`src/rtl/uart_tx_serializer.sv`:
```
// uart_tx_serializer
//   Serializes one byte into a UART frame: a start bit (0), D0..D7 LSB first,
//   and STOP_BITS stop bits (1). Each serial bit is held for CLKS_PER_BIT clocks.
//   A byte is accepted on the edge where tx_start=1 and busy=0.
// Ports
//   clk       system clock, rising edge
//   reset     asynchronous, active-low reset
//   tx_start  send request, sampled only while idle
//   tx_data   byte to send, captured on the accepting edge
//   Tx        registered serial line, idles high
//   busy      high while a frame is in flight
//   done      one-cycle pulse on the first idle cycle after the last stop bit
module uart_tx_serializer #(
  parameter int unsigned CLKS_PER_BIT = 1,
  parameter int unsigned STOP_BITS    = 1
) (
  input  logic       clk,
  input  logic       reset,
  input  logic       tx_start,
  input  logic [7:0] tx_data,
  output logic       Tx,
  output logic       busy,
  output logic       done
);

  localparam int unsigned     CW        = $clog2(CLKS_PER_BIT) + 1;
  localparam logic [CW-1:0]   BAUD_LAST = CW'(CLKS_PER_BIT - 1);
  localparam logic [2:0]      STOP_LAST = 3'(STOP_BITS - 1);

  localparam logic [1:0] S_IDLE  = 2'd0;
  localparam logic [1:0] S_START = 2'd1;
  localparam logic [1:0] S_DATA  = 2'd2;
  localparam logic [1:0] S_STOP  = 2'd3;

  logic [1:0]    state_q,   state_d;
  logic [7:0]    shift_q,   shift_d;
  logic [2:0]    bit_idx_q, bit_idx_d;
  logic [CW-1:0] baud_q,    baud_d;
  logic          tx_q,      tx_d;
  logic          busy_q,    busy_d;
  logic          done_q,    done_d;
  logic          bit_end;

  always_comb begin
    state_d   = state_q;
    shift_d   = shift_q;
    bit_idx_d = bit_idx_q;
    baud_d    = baud_q;
    tx_d      = tx_q;
    busy_d    = busy_q;
    done_d    = 1'b0;
    bit_end   = (baud_q == BAUD_LAST);

    case (state_q)
      S_IDLE: begin
        tx_d   = 1'b1;
        busy_d = 1'b0;
        if (tx_start) begin
          state_d = S_START;
          shift_d = tx_data;
          baud_d  = '0;
          tx_d    = 1'b0;
          busy_d  = 1'b1;
        end
      end
      S_START: begin
        if (bit_end) begin
          baud_d    = '0;
          state_d   = S_DATA;
          bit_idx_d = '0;
          tx_d      = shift_q[0];
        end else begin
          baud_d = baud_q + CW'(1);
        end
      end
      S_DATA: begin
        if (bit_end) begin
          baud_d = '0;
          if (bit_idx_q == 3'd7) begin
            state_d   = S_STOP;
            bit_idx_d = '0;
            tx_d      = 1'b1;
          end else begin
            // Tx is registered, so the next bit is taken from shift_q[1]
            // in the same cycle the register shifts.
            shift_d   = {1'b0, shift_q[7:1]};
            tx_d      = shift_q[1];
            bit_idx_d = bit_idx_q + 3'd1;
          end
        end else begin
          baud_d = baud_q + CW'(1);
        end
      end
      S_STOP: begin
        if (bit_end) begin
          baud_d = '0;
          if (bit_idx_q == STOP_LAST) begin
            state_d   = S_IDLE;
            bit_idx_d = '0;
            tx_d      = 1'b1;
            busy_d    = 1'b0;
            done_d    = 1'b1;
          end else begin
            bit_idx_d = bit_idx_q + 3'd1;
          end
        end else begin
          baud_d = baud_q + CW'(1);
        end
      end
      default: begin
        state_d = S_IDLE;
        tx_d    = 1'b1;
        busy_d  = 1'b0;
      end
    endcase
  end

  always_ff @(posedge clk or negedge reset) begin
    if (!reset) begin
      state_q   <= S_IDLE;
      shift_q   <= '0;
      bit_idx_q <= '0;
      baud_q    <= '0;
      tx_q      <= 1'b1;
      busy_q    <= 1'b0;
      done_q    <= 1'b0;
    end else begin
      state_q   <= state_d;
      shift_q   <= shift_d;
      bit_idx_q <= bit_idx_d;
      baud_q    <= baud_d;
      tx_q      <= tx_d;
      busy_q    <= busy_d;
      done_q    <= done_d;
    end
  end

  assign Tx   = tx_q;
  assign busy = busy_q;
  assign done = done_q;

endmodule

```
`config.mk`:
```
export PLATFORM = sky130hd
export DESIGN_NAME = uart_tx_serializer
export DESIGN_NICKNAME = d
export VERILOG_FILES = /design/src/rtl/uart_tx_serializer.sv
export SDC_FILE = /design/constraint.sdc
export NUM_CORES = 1
export LEC_CHECK = 0
export CORE_MARGIN = 10
export CORE_UTILIZATION = 50
export CTS_BUF_LIST = sky130_fd_sc_hd__clkbuf_8
export CTS_CLUSTER_DIAMETER = 120
export DETAILED_ROUTE_END_ITERATION = 16
export PLACE_DENSITY = 0.75
export SETUP_SLACK_MARGIN = 0.4
export SKIP_LAST_GASP = 1
export SLEW_MARGIN = 30
export SYNTH_ARGS = -nofsm -noshare
export SYNTH_HDL_FRONTEND = slang
export SYNTH_SLANG_ARGS = --single-unit
```
`constraint.sdc`:
```
create_clock -name clk -period 1.8 [get_ports clk]
set_input_delay 0.27 -clock clk [delete_from_list [all_inputs] [get_ports clk]]
set_output_delay 0.27 -clock clk [all_outputs]
set_load 0.005 [all_outputs]
```
== Yosys cells after proc, flatten, opt, wreduce, memory -nomap -nowiden ==
Index checks and enable logic that the tools add are counted.
Operators by class
  muxes and demuxes: 34
  equality and inequality tests: 11
  reductions and logical operators: 11
  add/subtract/negate cells: 2
Operator list (count)
  8-bit 2-to-1 mux: 3
  8-bit one-hot mux with 2 select lines: 1
  3-bit 2-to-1 mux: 5
  1-bit 2-to-1 mux: 14
  2-bit != test, second input constant: 7
  2-bit 2-to-1 mux: 6
  4-bit AND reduction: 3
  3-bit one-hot mux with 3 select lines: 1
  2-bit one-hot mux with 4 select lines: 1
  6-bit AND reduction: 1
  2-bit equality test, second input constant: 2
  1-bit one-hot mux with 2 select lines: 2
  1-bit one-hot mux with 4 select lines: 1
  2-bit nonzero test: 2
  3-bit by 1-bit adder with 3-bit output, second input constant: 1
  3-bit equality test, second input constant: 1
  3-bit logical NOT: 1
  3-bit AND reduction: 1
  3-bit nonzero test: 1
  3-bit OR reduction: 1
  2-bit by 1-bit equality test with 1-bit output, second input constant: 1
  2-bit logical NOT: 1
  1-bit adder, second input constant: 1
Word-level totals
  register bits after elaboration: 17
  input port bits: 11

== Logic depth before layout (Yosys ltp) ==
  word-level depth: 4
  depth in mapped cells: 7
  mapped depth without buffers: 5

== Worst setup path before layout ==
No wires, ideal clock.
  path type: register to register
  start point: register state_q[0]
  end point: register shift_q[0]
  stages on the path, launching flop included: 6
  library setup time: 0.125 ns
  setup slack: 0.265 ns
  data required time: 1.675 ns
  arrival: 1.410 ns
  path through: dfrtp_1 inv_1 ha_1 buf_6 o211ai_2 mux2_2
On the way
  longest elaborated chain between the ends: 3
  elaborated cells on any way between the ends: 8
  classes of those cells: 4 x eq/ne; 1 x mux; 3 x reduce/logical
RTL lines
  start, declared: RTL line 35  | logic [1:0] state_q, state_d;
  start signal, assigned: RTL line 128  | state_q <= state_d;
  2-bit equality test or 2-bit logical NOT (tied branches): RTL line 54  | case (state_q)
  2-bit != test (no source line) or 2-bit nonzero test (tied branches)
  4-bit AND reduction (no source line)
  end signal, assigned: RTL line 129  | shift_q <= shift_d;
  end, declared: RTL line 36  | logic [7:0] shift_q, shift_d;
Parallel ways exist; a longest one is shown, timed or not.
A chain may end at the register's enable or synchronous reset.

== Worst setup path in the final report ==
  start point: register state_q[0]
  end point: register shift_q[6]
The elaborated chain is that of the path after synthesis.

==> impl_metrics.json <==
{
  "core_region_area_sq_mm": 0.001745,
  "synth_cells": 81,
  "maximum_count_of_clock_buffers_along_a_single_path": 2,
  "route.detailed.drc": 0,
  "worstMarginPinSlew_ps": 331.1,
  "power.ir.vdd_worst_uv": 1362,
  "ys_ff_latch": 16,
  "worstPathRequired_ps": 1940,
  "number_of_buffers_inserted_during_clock_tree_synthesis": 3,
  "worst-path-max-fanout": 6,
  "place_hpwl_um": 1314,
  "count_of_distinct_cell_types_in_the_synthesized_netlist": 24,
  "wirelength_um": 2073,
  "ctsHoldBuffers": 0,
  "detail-route-antenna-nets": 0,
  "max_frequency_mhz": 639.3,
  "average_footprint_of_a_synthesized_cell_sq_um": 11.60,
  "gp_congestion": 0.8399,
  "rsz_0062_raised_after_global_routing": "true",
  "tritoncts_num_sinks": 16,
  "finalHoldViolCount": 0,
  "drc_marker_count_from_the_first_detailed_route_iteration": 18,
  "final-setup-viol-count": 0,
  "worst_skew_pair.late_latency_ps": 250,
  "met2_routed_wl_um": 1042,
  "postSynth.asyncResetShare_pct": 100.0,
  "cts-htree-levels": 1,
  "crit_arrival_ps": 1700,
  "cts.reportedPaths.clkPinSlew_ps": 60,
  "drt_pre_antenna_iters": 4,
  "syn-cell-area_sq_um": 939.7,
  "powerDensity_mw_per_mm2": 1836,
  "summed_negative_setup_slack_over_all_endpoints_ps": 0,
  "antenna-diode-count": 0,
  "total_leakage_power_nw": 0.6097,
  "cts_tree": "done",
  "cp-start-kind": "flop",
  "critical_path.endpoint_type": "flop",
  "synth_ff_type": "sky130_fd_sc_hd__dfrtp_1",
  "clock-root-buffer": "sky130_fd_sc_hd__clkbuf_8",
  "synth_sequential_area_ratio_pct": 42.74,
  "worst_setup_margin_ps": 235.7,
  "final-max-slew-violation-count": 0,
  "period_share_pct": 86.91,
  "timing.max_cap.violations": 0,
  "signed_area_change_from_the_synthesized_netlist_to_the_final_layout_pct": 42.21,
  "routed-wl-met3_um": 55,
  "slew_headroom_pct": 77.82,
  "yosysWarningCount": 0,
  "buffer_ports.inserted": 13,
  "route.vias.total": 696,
  "layout-drive-gt1-share_pct": 44.86,
  "row_count": 15,
  "route.detailed.vias_per_inst": 5.273,
  "layout.nets": 127,
  "fin_worst_hold_slack_ps": 340.9,
  "clock_skew_ps": 2.468,
  "globalRouteTotalUtil_pct": 10.84,
  "route.layer.met1.wl_um": 952,
  "fillCellCount": 123,
  "largest_net_degree_at_the_start_of_global_routing": 17,
  "synth_edf_count": 0,
  "dieHeight_um": 63.35,
  "wire_per_inst_um": 15.70,
  "path_class": "reg -> reg",
  "top_layer": "met4",
  "grt_pass1_wl_um": 3498,
  "detailedPlace.worstSlack_ps": 143.2,
  "gr-total-overflow": 0,
  "die_area_sq_mm": 0.004013,
  "i_o_pin_count": 14,
  "timing.final.crit_period_ps": 1564,
  "synth.net_count": 100,
  "initial_utilization_pct": 53.84,
  "vias_in_the_first_global_route": 758,
  "outcome": "finished, final reports clean",
  "fp.dieW_um": 63.35,
  "hold_class": "in -> async",
  "initial_antenna_violation_count": 0
}
state kept, by name (all words and copies together), names as in the netlist:
signal / flops
Tx: 1
done: 1
shift_q: 8
busy: 1
state_q: 2
bit_idx_q: 3
cell type report:
cell class	count	area, sq um	area share [%]
clock inverter	1	3.754	0.2809
tap	25	31.28	2.341
inverter	7	31.28	2.341
sequential	16	402.9	30.15
multi-input combinational	54	568.0	42.51
clock buffer	3	41.29	3.090
timing repair buffer	26	257.7	19.29
worst max-delay path, cell delays in order, from the launching register on:
cell                      delay (ps)
sky130_fd_sc_hd__dfrtp_1         390
sky130_fd_sc_hd__inv_2           120
sky130_fd_sc_hd__ha_4            160
sky130_fd_sc_hd__buf_12          130
sky130_fd_sc_hd__buf_4           120
sky130_fd_sc_hd__mux2_4          290
sky130_fd_sc_hd__mux2_2          250
stage by stage:
step	cells	total power, mW	util [%]	area (sq um)
after floorplan	81	1.517	-	974.7
after global placement	119	1.714	64.30	1122
after detailed placement	119	1.740	64.30	1122
after CTS	132	2.382	75.20	1313
after global routing	132	2.627	76.56	1336
final	132	2.453	76.56	1336
report_power, final:
part	internal [mW]	switching, mW	leakage, nW
logic	0.895	0.638	0.387
clock network	0.151	0.125	0.0269
registers	0.539	0.104	0.196
synthesized netlist by cell type (2+ instances only):
library cell,number,share of area (%)
sky130_fd_sc_hd__inv_1,7,2.8
sky130_fd_sc_hd__a211oi_1,2,1.6
sky130_fd_sc_hd__a21oi_1,3,1.6
sky130_fd_sc_hd__buf_2,2,1.1
sky130_fd_sc_hd__nand2_1,7,2.8
sky130_fd_sc_hd__mux2_2,10,12
sky130_fd_sc_hd__nand2b_1,2,1.3
sky130_fd_sc_hd__o21ai_0,7,3.7
sky130_fd_sc_hd__dfrtp_1,15,40
sky130_fd_sc_hd__mux2_4,5,8.0
sky130_fd_sc_hd__ha_1,8,11
final timing paths:
| check | from | to | slack [ps] | cells past startpoint |
|---|---|---|---|---|
| max | state_q[0]$_DFFE_PN0P_ | shift_q[6]$_DFFE_PN0P_ | 240 | 6 |
| max in group asynchronous | reset | Tx$_DFFE_PN1P_ | 1210 | 2 |
| min in group clk | shift_q[0]$_DFFE_PN0P_ | shift_q[0]$_DFFE_PN0P_ | 520 | 1 |
| min | reset | done$_DFF_PN0_ | 340 | 2 |
| max reg2reg | state_q[0]$_DFFE_PN0P_ | shift_q[6]$_DFFE_PN0P_ | 240 | 6 |
| min reg2reg | shift_q[0]$_DFFE_PN0P_ | shift_q[0]$_DFFE_PN0P_ | 520 | 1 |
repair_timing:
action / in CTS / in global routing
hold endpoints to repair: 0 / 0
pin swaps: 3 / 3
setup endpoints to repair: 11 / 13
gates resized for setup: 14 / 8
buffers inserted: 9 / 0
cells by family (layout without fill, tap and decap cells):
family | count (synthesis) | after routing | share of synthesized area, %
adder cells (fa/ha/maj) | 8 | 8 | 10.65
flip-flops | 16 | 16 | 42.74
AND/OR/NAND/NOR | 13 | 13 | 6.392
multiplexers | 15 | 15 | 19.97
buffers and inverters | 11 | 37 | 7.191
AO/OA/AOI/OAI | 18 | 18 | 13.05
metal layers:
metal | vias to the layer above | GRT usage, %
met4 | 0 | 5.464
met1 | 343 | 12.47
met2 | 13 | 17.96
met5 | - | 0
met3 | 2 | 2.827
li1 | 338 | -
cell usage in the layout, fill, tap and decap left out, types with 3 or more instances in the layout:
cell type                          n
sky130_fd_sc_hd__a21oi_1           3
sky130_fd_sc_hd__buf_4            10
sky130_fd_sc_hd__clkbuf_8          3
sky130_fd_sc_hd__clkdlybuf4s50_1  11
sky130_fd_sc_hd__dfrtp_1          14
sky130_fd_sc_hd__ha_1              3
sky130_fd_sc_hd__ha_4              3
sky130_fd_sc_hd__inv_1             4
sky130_fd_sc_hd__inv_2             3
sky130_fd_sc_hd__mux2_2            7
sky130_fd_sc_hd__mux2_4            8
sky130_fd_sc_hd__nand2_1           6
sky130_fd_sc_hd__o21ai_0           7
No activity file was read; power rests on OpenSTA's default activity.
